<file path="config.mk">
export PLATFORM = sky130hd
export DESIGN_NAME = iris_argmax_classifier_flat
export DESIGN_NICKNAME = d
export VERILOG_FILES = /design/src/rtl/iris_argmax_classifier_if.sv /design/src/rtl/iris_argmax_classifier.sv /design/src/flat_wrapper.sv
export SDC_FILE = /design/constraint.sdc
export NUM_CORES = 1
export LEC_CHECK = 0
export CAP_MARGIN = 30
export CORE_ASPECT_RATIO = 1.75
export CORE_MARGIN = 5
export CORE_UTILIZATION = 48
export CTS_BUF_LIST = sky130_fd_sc_hd__clkbuf_16
export CTS_CLUSTER_DIAMETER = 50
export CTS_CLUSTER_SIZE = 16
export DETAILED_ROUTE_END_ITERATION = 7
export HOLD_SLACK_MARGIN = 0.12
export MAX_ROUTING_LAYER = met4
export PLACE_DENSITY_LB_ADDON = 0.25
export SLEW_MARGIN = 30
export SYNTH_ARGS = -nofsm -noshare
export SYNTH_HDL_FRONTEND = slang
export SYNTH_SLANG_ARGS = --single-unit
</file>
<file path="constraint.sdc">
create_clock -name clk -period 2.55 [get_ports clk]
set_input_delay 0.51 -clock clk [delete_from_list [all_inputs] [get_ports clk]]
set_output_delay 0.51 -clock clk [all_outputs]
set_load 0.05 [all_outputs]
</file>
<file path="src/rtl/iris_argmax_classifier_if.sv">
// Score-in / class-out handshake bundle for the Iris argmax stage.
// margin exists only when ARGMAX_MARGIN_EN is defined.
interface iris_argmax_classifier_if #(
  parameter int DATA_WIDTH = 8,
  parameter int N_CLASSES  = 3
);
  localparam int IDX_W = $clog2(N_CLASSES);

  logic                            in_valid;
  logic                            in_ready;
  logic [N_CLASSES*DATA_WIDTH-1:0] scores;
  logic                            out_valid;
  logic                            out_ready;
  logic [IDX_W-1:0]                class_idx;
  logic signed [DATA_WIDTH-1:0]    best_score;
`ifdef ARGMAX_MARGIN_EN
  logic [DATA_WIDTH:0]             margin;
`endif

  modport master (
    output in_valid, scores, out_ready,
    input  in_ready, out_valid, class_idx, best_score
`ifdef ARGMAX_MARGIN_EN
    , input margin
`endif
  );

  modport slave (
    input  in_valid, scores, out_ready,
    output in_ready, out_valid, class_idx, best_score
`ifdef ARGMAX_MARGIN_EN
    , output margin
`endif
  );
endinterface

</file>
<file path="src/rtl/iris_argmax_classifier.sv">
// Sequential argmax over signed output-layer scores, one compare per cycle.
// Optional ARGMAX_MARGIN_EN adds second-best tracking and the margin output.
module iris_argmax_classifier #(
  parameter int DATA_WIDTH = 8,
  parameter int N_CLASSES  = 3
) (
  input logic clk,
  input logic rst,
  input logic En,
  iris_argmax_classifier_if.slave bus
);
  localparam int IDX_W = $clog2(N_CLASSES);
  localparam int SW    = N_CLASSES * DATA_WIDTH;

  localparam logic [1:0] IDLE = 2'd0;
  localparam logic [1:0] SCAN = 2'd1;
  localparam logic [1:0] DONE = 2'd2;

  localparam logic [IDX_W-1:0] LAST = IDX_W'(N_CLASSES - 1);
  localparam logic [IDX_W-1:0] ONE  = IDX_W'(1);

  logic [1:0]                   state_q, state_d;
  logic [SW-1:0]                scores_q, scores_d;
  logic [IDX_W-1:0]             i_q, i_d;
  logic [IDX_W-1:0]             idx_q, idx_d;
  logic signed [DATA_WIDTH-1:0] best_q, best_d;
  logic [IDX_W-1:0]             cls_q, cls_d;
  logic signed [DATA_WIDTH-1:0] bsc_q, bsc_d;

  logic signed [DATA_WIDTH-1:0] s;
  logic signed [DATA_WIDTH-1:0] step_best;
  logic [IDX_W-1:0]             step_idx;

`ifdef ARGMAX_MARGIN_EN
  localparam logic signed [DATA_WIDTH-1:0] MIN_S =
    {1'b1, {(DATA_WIDTH-1){1'b0}}};

  logic signed [DATA_WIDTH-1:0] second_q, second_d;
  logic signed [DATA_WIDTH-1:0] step_second;
  logic [DATA_WIDTH:0]          mrg_q, mrg_d;
  logic [DATA_WIDTH:0]          diff;
`endif

  assign s = scores_q[int'(i_q)*DATA_WIDTH +: DATA_WIDTH];

  // Strict compare: an equal score never displaces best, so lowest index wins.
  always_comb begin
    step_best = best_q;
    step_idx  = idx_q;
`ifdef ARGMAX_MARGIN_EN
    step_second = second_q;
`endif
    if (s > best_q) begin
      step_best = s;
      step_idx  = i_q;
`ifdef ARGMAX_MARGIN_EN
      step_second = best_q;
    end else if (s > second_q) begin
      step_second = s;
`endif
    end
  end

`ifdef ARGMAX_MARGIN_EN
  assign diff = {step_best[DATA_WIDTH-1], step_best}
              - {step_second[DATA_WIDTH-1], step_second};
`endif

  always_comb begin
    state_d  = state_q;
    scores_d = scores_q;
    i_d      = i_q;
    idx_d    = idx_q;
    best_d   = best_q;
    cls_d    = cls_q;
    bsc_d    = bsc_q;
`ifdef ARGMAX_MARGIN_EN
    second_d = second_q;
    mrg_d    = mrg_q;
`endif
    if (En) begin
      unique case (state_q)
        IDLE: begin
          if (bus.in_valid) begin
            scores_d = bus.scores;
            best_d   = bus.scores[DATA_WIDTH-1:0];
            idx_d    = '0;
            i_d      = ONE;
`ifdef ARGMAX_MARGIN_EN
            second_d = MIN_S;
`endif
            state_d  = SCAN;
          end
        end
        SCAN: begin
          best_d = step_best;
          idx_d  = step_idx;
          i_d    = i_q + ONE;
`ifdef ARGMAX_MARGIN_EN
          second_d = step_second;
`endif
          if (i_q == LAST) begin
            cls_d   = step_idx;
            bsc_d   = step_best;
`ifdef ARGMAX_MARGIN_EN
            mrg_d   = diff;
`endif
            state_d = DONE;
          end
        end
        DONE: begin
          if (bus.out_ready) state_d = IDLE;
        end
        default: state_d = IDLE;
      endcase
    end
  end

  always_ff @(posedge clk or posedge rst) begin
    if (rst) begin
      state_q  <= IDLE;
      scores_q <= '0;
      i_q      <= '0;
      idx_q    <= '0;
      best_q   <= '0;
      cls_q    <= '0;
      bsc_q    <= '0;
`ifdef ARGMAX_MARGIN_EN
      second_q <= '0;
      mrg_q    <= '0;
`endif
    end else begin
      state_q  <= state_d;
      scores_q <= scores_d;
      i_q      <= i_d;
      idx_q    <= idx_d;
      best_q   <= best_d;
      cls_q    <= cls_d;
      bsc_q    <= bsc_d;
`ifdef ARGMAX_MARGIN_EN
      second_q <= second_d;
      mrg_q    <= mrg_d;
`endif
    end
  end

  assign bus.in_ready   = (state_q == IDLE);
  assign bus.out_valid  = (state_q == DONE);
  assign bus.class_idx  = cls_q;
  assign bus.best_score = bsc_q;
`ifdef ARGMAX_MARGIN_EN
  assign bus.margin     = mrg_q;
`endif
endmodule

</file>
<file path="src/flat_wrapper.sv">
// flat-port wrapper written by rule: the top's interface ports become plain ports
module iris_argmax_classifier_flat 
#(
  parameter int DATA_WIDTH = 8,
  parameter int N_CLASSES  = 3
)
  (clk, rst, En, bus_in_valid, bus_scores, bus_out_ready, bus_in_ready, bus_out_valid, bus_class_idx, bus_best_score);
  iris_argmax_classifier_if #(.DATA_WIDTH(DATA_WIDTH), .N_CLASSES(N_CLASSES)) bus_i ();
  input logic clk;
  input logic rst;
  input logic En;
  input wire logic [$bits(bus_i.in_valid)-1:0] bus_in_valid;
  input wire logic [$bits(bus_i.scores)-1:0] bus_scores;
  input wire logic [$bits(bus_i.out_ready)-1:0] bus_out_ready;
  output wire logic [$bits(bus_i.in_ready)-1:0] bus_in_ready;
  output wire logic [$bits(bus_i.out_valid)-1:0] bus_out_valid;
  output wire logic [$bits(bus_i.class_idx)-1:0] bus_class_idx;
  output wire logic [$bits(bus_i.best_score)-1:0] bus_best_score;
  assign bus_i.in_valid = bus_in_valid;
  assign bus_i.scores = bus_scores;
  assign bus_i.out_ready = bus_out_ready;
  assign bus_in_ready = bus_i.in_ready;
  assign bus_out_valid = bus_i.out_valid;
  assign bus_class_idx = bus_i.class_idx;
  assign bus_best_score = bus_i.best_score;
  iris_argmax_classifier #(.DATA_WIDTH(DATA_WIDTH), .N_CLASSES(N_CLASSES)) u_core (.clk(clk), .rst(rst), .En(En), .bus(bus_i));
endmodule
</file>
Word-level counts from Yosys, hierarchy flattened:

Index checks and enable logic that the tools add are counted.

* register bits: 48
* input port bits: 29
* logic and storage cells: 33

* shift operators: 1
* mux-type cells: 11
* order comparisons: 1
* add/sub/neg operators: 1
* reductions and logical operators: 6
* equality and inequality tests: 6

Operator list (number)
* indexed part select 24 x 6 -> 8 bit: 1
* two-way mux 8 bit: 2
* case mux 8 bit (2 select lines): 1
* two-way mux 2 bit: 5
* AND reduction 3 bit: 3
* greater-than comparator 8 bit: 1
* case mux 2 bit (2 select lines): 2
* case mux 2 bit (3 select lines): 1
* == test 2 bit, second input constant: 2
* != test 2 bit, second input constant: 2
* AND reduction 4 bit: 1
* adder 2 x 1 -> 2 bit, second input constant: 1
* == test 2 x 1 -> 1 bit, second input constant: 1
* zero test 2 bit: 1
* != test 2 x 1 -> 1 bit, second input constant: 1
* nonzero test 2 bit: 1

Longest topological paths before layout:

* depth after elaboration: 4
* depth in mapped cells: 11
* mapped depth without buffers: 9

Least setup slack after synthesis:

Ideal clock, no wire load.

* path type: register -> register
* start: register u_core.i_q[1]
* end: register u_core.idx_q[1]
* stages on the path, launching flop included: 11
* buffers on the path: 2
* setup time: 0.125 ns
* data arrival time: 2.577 ns
* data required time: 2.425 ns
* slack: -0.151 ns
* cell sequence: dfrtp_1 clkbuf_1 clkbuf_1 nand3_1 o21ai_0 ha_1 nand4_1 nor2_1 or3_4 a21oi_4 mux2_2

* longest elaborated chain between the ends: 4

Ends and longest elaborated chain
* from (decl): RTL line iris_argmax_classifier.sv:24 `logic [IDX_W-1:0] i_q, i_d;`
* from (signal assigned): RTL line iris_argmax_classifier.sv:135 `i_q <= i_d;`
* indexed part select 24 x 6 -> 8 bit: RTL line iris_argmax_classifier.sv:44 `assign s = scores_q[int'(i_q)*DATA_WIDTH +: DATA_WIDTH];`
* greater-than comparator 8 bit: RTL line iris_argmax_classifier.sv:53 `if (s > best_q) begin`
* two-way mux 2 bit *: RTL line iris_argmax_classifier.sv:53
* case mux 2 bit (2 select lines) *: RTL line iris_argmax_classifier.sv:82 `unique case (state_q)`
* to (signal assigned): RTL line iris_argmax_classifier.sv:136 `idx_q <= idx_d;`
* to (decl): RTL line iris_argmax_classifier.sv:25 `logic [IDX_W-1:0] idx_q, idx_d;`

Every way passes the cells marked *; elsewhere a longest branch is shown, timed or not.
A chain may end at the register's enable or synchronous reset.

Final worst setup path:

* start: register u_core.i_q[0]
* end: register u_core.best_q[3]

* longest elaborated chain between the ends: 4

Ends and longest elaborated chain
* indexed part select 24 x 6 -> 8 bit *: RTL line iris_argmax_classifier.sv:44
* greater-than comparator 8 bit: RTL line iris_argmax_classifier.sv:53
* two-way mux 8 bit *: RTL line iris_argmax_classifier.sv:53
* case mux 8 bit (2 select lines) *: RTL line iris_argmax_classifier.sv:82
* to (signal assigned): RTL line iris_argmax_classifier.sv:137 `best_q <= best_d;`
* to (decl): RTL line iris_argmax_classifier.sv:26 `logic signed [DATA_WIDTH-1:0] best_q, best_d;`

Marked as above.

==> qor.yml <==
synth_cells: 224
rsz0062_at_grt: "yes"
start_util_pct: 49.7
maxCapViolCount: 0
use_met1_pct: 17.5
clockRootBuffer: "clkbuf_16"
max_stage_delay_ns: 0.42
clkTransAtPathRegs_ns: 0.06
wl_per_cell_um: 15.6
postRouteAntennaNets: 0
rows: 34
stdcell_area_sq_um: 3310
dp_hpwl_um: 3930
seq_area_sq_um: 1200
slowest_stage: "or3_4"
setup.worst_path.class: "flop to flop"
period_share_pct: 101
finalWirelength_um: 5270
vias: 1904
max_freq_mhz: 388
relSlewSlack_pct: 60.9
num-fill-cells: 391
cts_buffer_depth: 2
cts_buffers: 5
syn_to_final_growth_pct: 33.8
antennaDiodeCount: 0
cts_sinks: 48
multi_input_area_sq_um: 1230
final_cell_mix: "dfrtp_1 (48), clkdlybuf4s50_1 (40), mux2_2 (24)"
drc_errors: 0
violations: "negative setup slack"
via_per_inst: 5.63
met3_usage_pct: 3.33
track_usage_pct: 16.4
clock_latency_ns: 0.28
cts-htree-levels: 2
synth_fp_nets: 262
synth_warnings: 0
overflow: 0
io_pins: 41
dr.pass1.iters: 4
timing.final.crit_period_ns: 2.58
die_w_um: 64.3
crit_path_start_kind: "flop"
die_h_um: 105
crit_buf_inv: 1
place_area_sq_um: 3090
port_buffers: 40
outcome: "complete, but fails checks"
drive_gt1_share_pct: 26.4
worstPathCellList: "buf_12 > mux2i_1 > o22ai_1 > ha_1 > a21o_1 > a2111oi_4 > or3_4 > a31o_4 > a221o_1"
finalMaxSlewViolations: 0
cp-end-kind: "flop"
antenna_found_initial: 0
synth.avg_cell_area_sq_um: 11.0
final_common_cell: "dfrtp_1"
synth_cell_types: 35
hold_viol: 0
setup_slack_ns: -0.0283
grt_pass1_wl_um: 8760
synth-seq-cells: 48
setup_viol: 8
finClkSkew_ns: 0.00406
critPathTopFamily: "compound AO/OA/AOI/OAI gates"
crit_required_ns: 2.71
grt_pass1_vias: 1975
cts_tree: "built"
core_area_sq_um: 4980
worst_pin_slew_ns: 0.586
crit_fanout: 17
gp_congestion: 0.866
holdBufCountCts: 0
cp_data_arrival_time_ns: 2.74
dieArea_sq_um: 6750
syn_area_sq_um: 2470
grt_max_degree: 49
grt-busiest-layer: "met2"
pre_cts_ws_ns: -0.0326
grtUsageMet2_pct: 28.8
min_path_type: "flop to flop"
synth-seq-area-share_pct: 48.5
drt_iter0_markers: 54
nNetsFinal: 324
per-stage QoR:
stage                     hold WS (ns)  std cells  utilization, %  setup TNS, ns
final                            0.476        338            66.5         -0.154
after global routing             0.494        338            66.5          -1.79
after CTS                        0.486        335            65.0       -0.00425
after detailed placement         0.473        329            62.2        -0.0489
after global placement           0.462        329            62.2              0
after floorplan                  0.480        224               -              0
cell usage after synthesis:
cell type,number,area (sq um)
a21oi_1,8,40.0
nor2_2,1,6.26
o22ai_1,7,43.8
o311ai_0,1,8.76
inv_1,13,48.8
a31o_4,1,17.5
nand2_1,19,71.3
buf_4,3,22.5
buf_2,5,25.0
clkbuf_1,4,15.0
a2111oi_4,1,27.5
and3_1,1,6.26
a221o_1,8,80.1
a21oi_4,1,16.3
nand4_1,3,18.8
dfrtp_1,48,1200
o211a_1,1,10.0
nor3_1,7,35.0
mux2_2,25,282
or3_4,1,11.3
and2_1,8,50.1
o21a_1,1,7.51
nor2_1,7,26.3
nor2b_2,1,8.76
ha_1,9,113
mux2i_1,9,90.1
o21ai_1,1,5.00
nor3_2,1,10.0
nand3_1,4,20.0
o21ai_0,8,40.0
nor2b_1,4,25.0
o31ai_1,7,52.6
a31oi_1,4,25.0
and2b_1,1,7.51
a21o_1,1,7.51
cells by family after synthesis:
family | share of synthesized area, %
compound gates | 15.4
flops | 48.5
fa+ha+maj | 4.55
buf+inv | 4.50
simple gates | 12.0
mux | 15.0
layout make-up:
type | count | area share (%)
inverter | 13 | 1.47
multi-input combinational | 152 | 37.1
timing repair buffer | 66 | 19.3
clock buffer | 5 | 3.78
tap | 54 | 2.04
sequential | 48 | 36.3
tightest hold or removal path: cells and delay by family (launching register included):
| family | cells | cell delay [ns] |
|---|---|---|
| compound gates | 1 | 0.05 |
| flops | 1 | 0.34 |
| simple gates | 1 | 0.05 |
registers in the layout, summed over array words and instances, names as in the netlist:
register,flops
u_core.bus.class_idx,2
u_core.best_q,8
u_core.idx_q,2
u_core.bus.best_score,8
u_core.scores_q,24
u_core.state_q,2
u_core.i_q,2
per-layer routing:
metal	wire, um	part of all wire, %
met5	0	0
met1	2040	39
met2	2940	56
met4	97	1.8
met3	197	3.7
path summary, 6_finish.rpt:
path                                           from                        to  slack [ns]  cells past startpoint
min reg2reg                u_core.bus.best_score[6]  u_core.bus.best_score[6]        0.48                      2
max in group asynchronous                       rst       u_core.scores_q[21]        1.46                      3
min                        u_core.bus.best_score[6]  u_core.bus.best_score[6]        0.48                      2
min in group asynchronous                       rst           u_core.idx_q[0]        0.70                      3
max                                   u_core.i_q[0]          u_core.best_q[3]       -0.03                      9
max reg2reg                           u_core.i_q[0]          u_core.best_q[3]       -0.03                      9
what timing repair did:
action | in CTS | in global routing
gates cloned | 0 | 1
pin swaps | 1 | 5
endpoints found under the setup margin | 12 | 20
resized for setup | 2 | 15
buffers inserted | 1 | 2
Power is left out: the tool's default activity adds up to more than one toggle a clock period on the data nets, which glitch-free logic cannot reach.
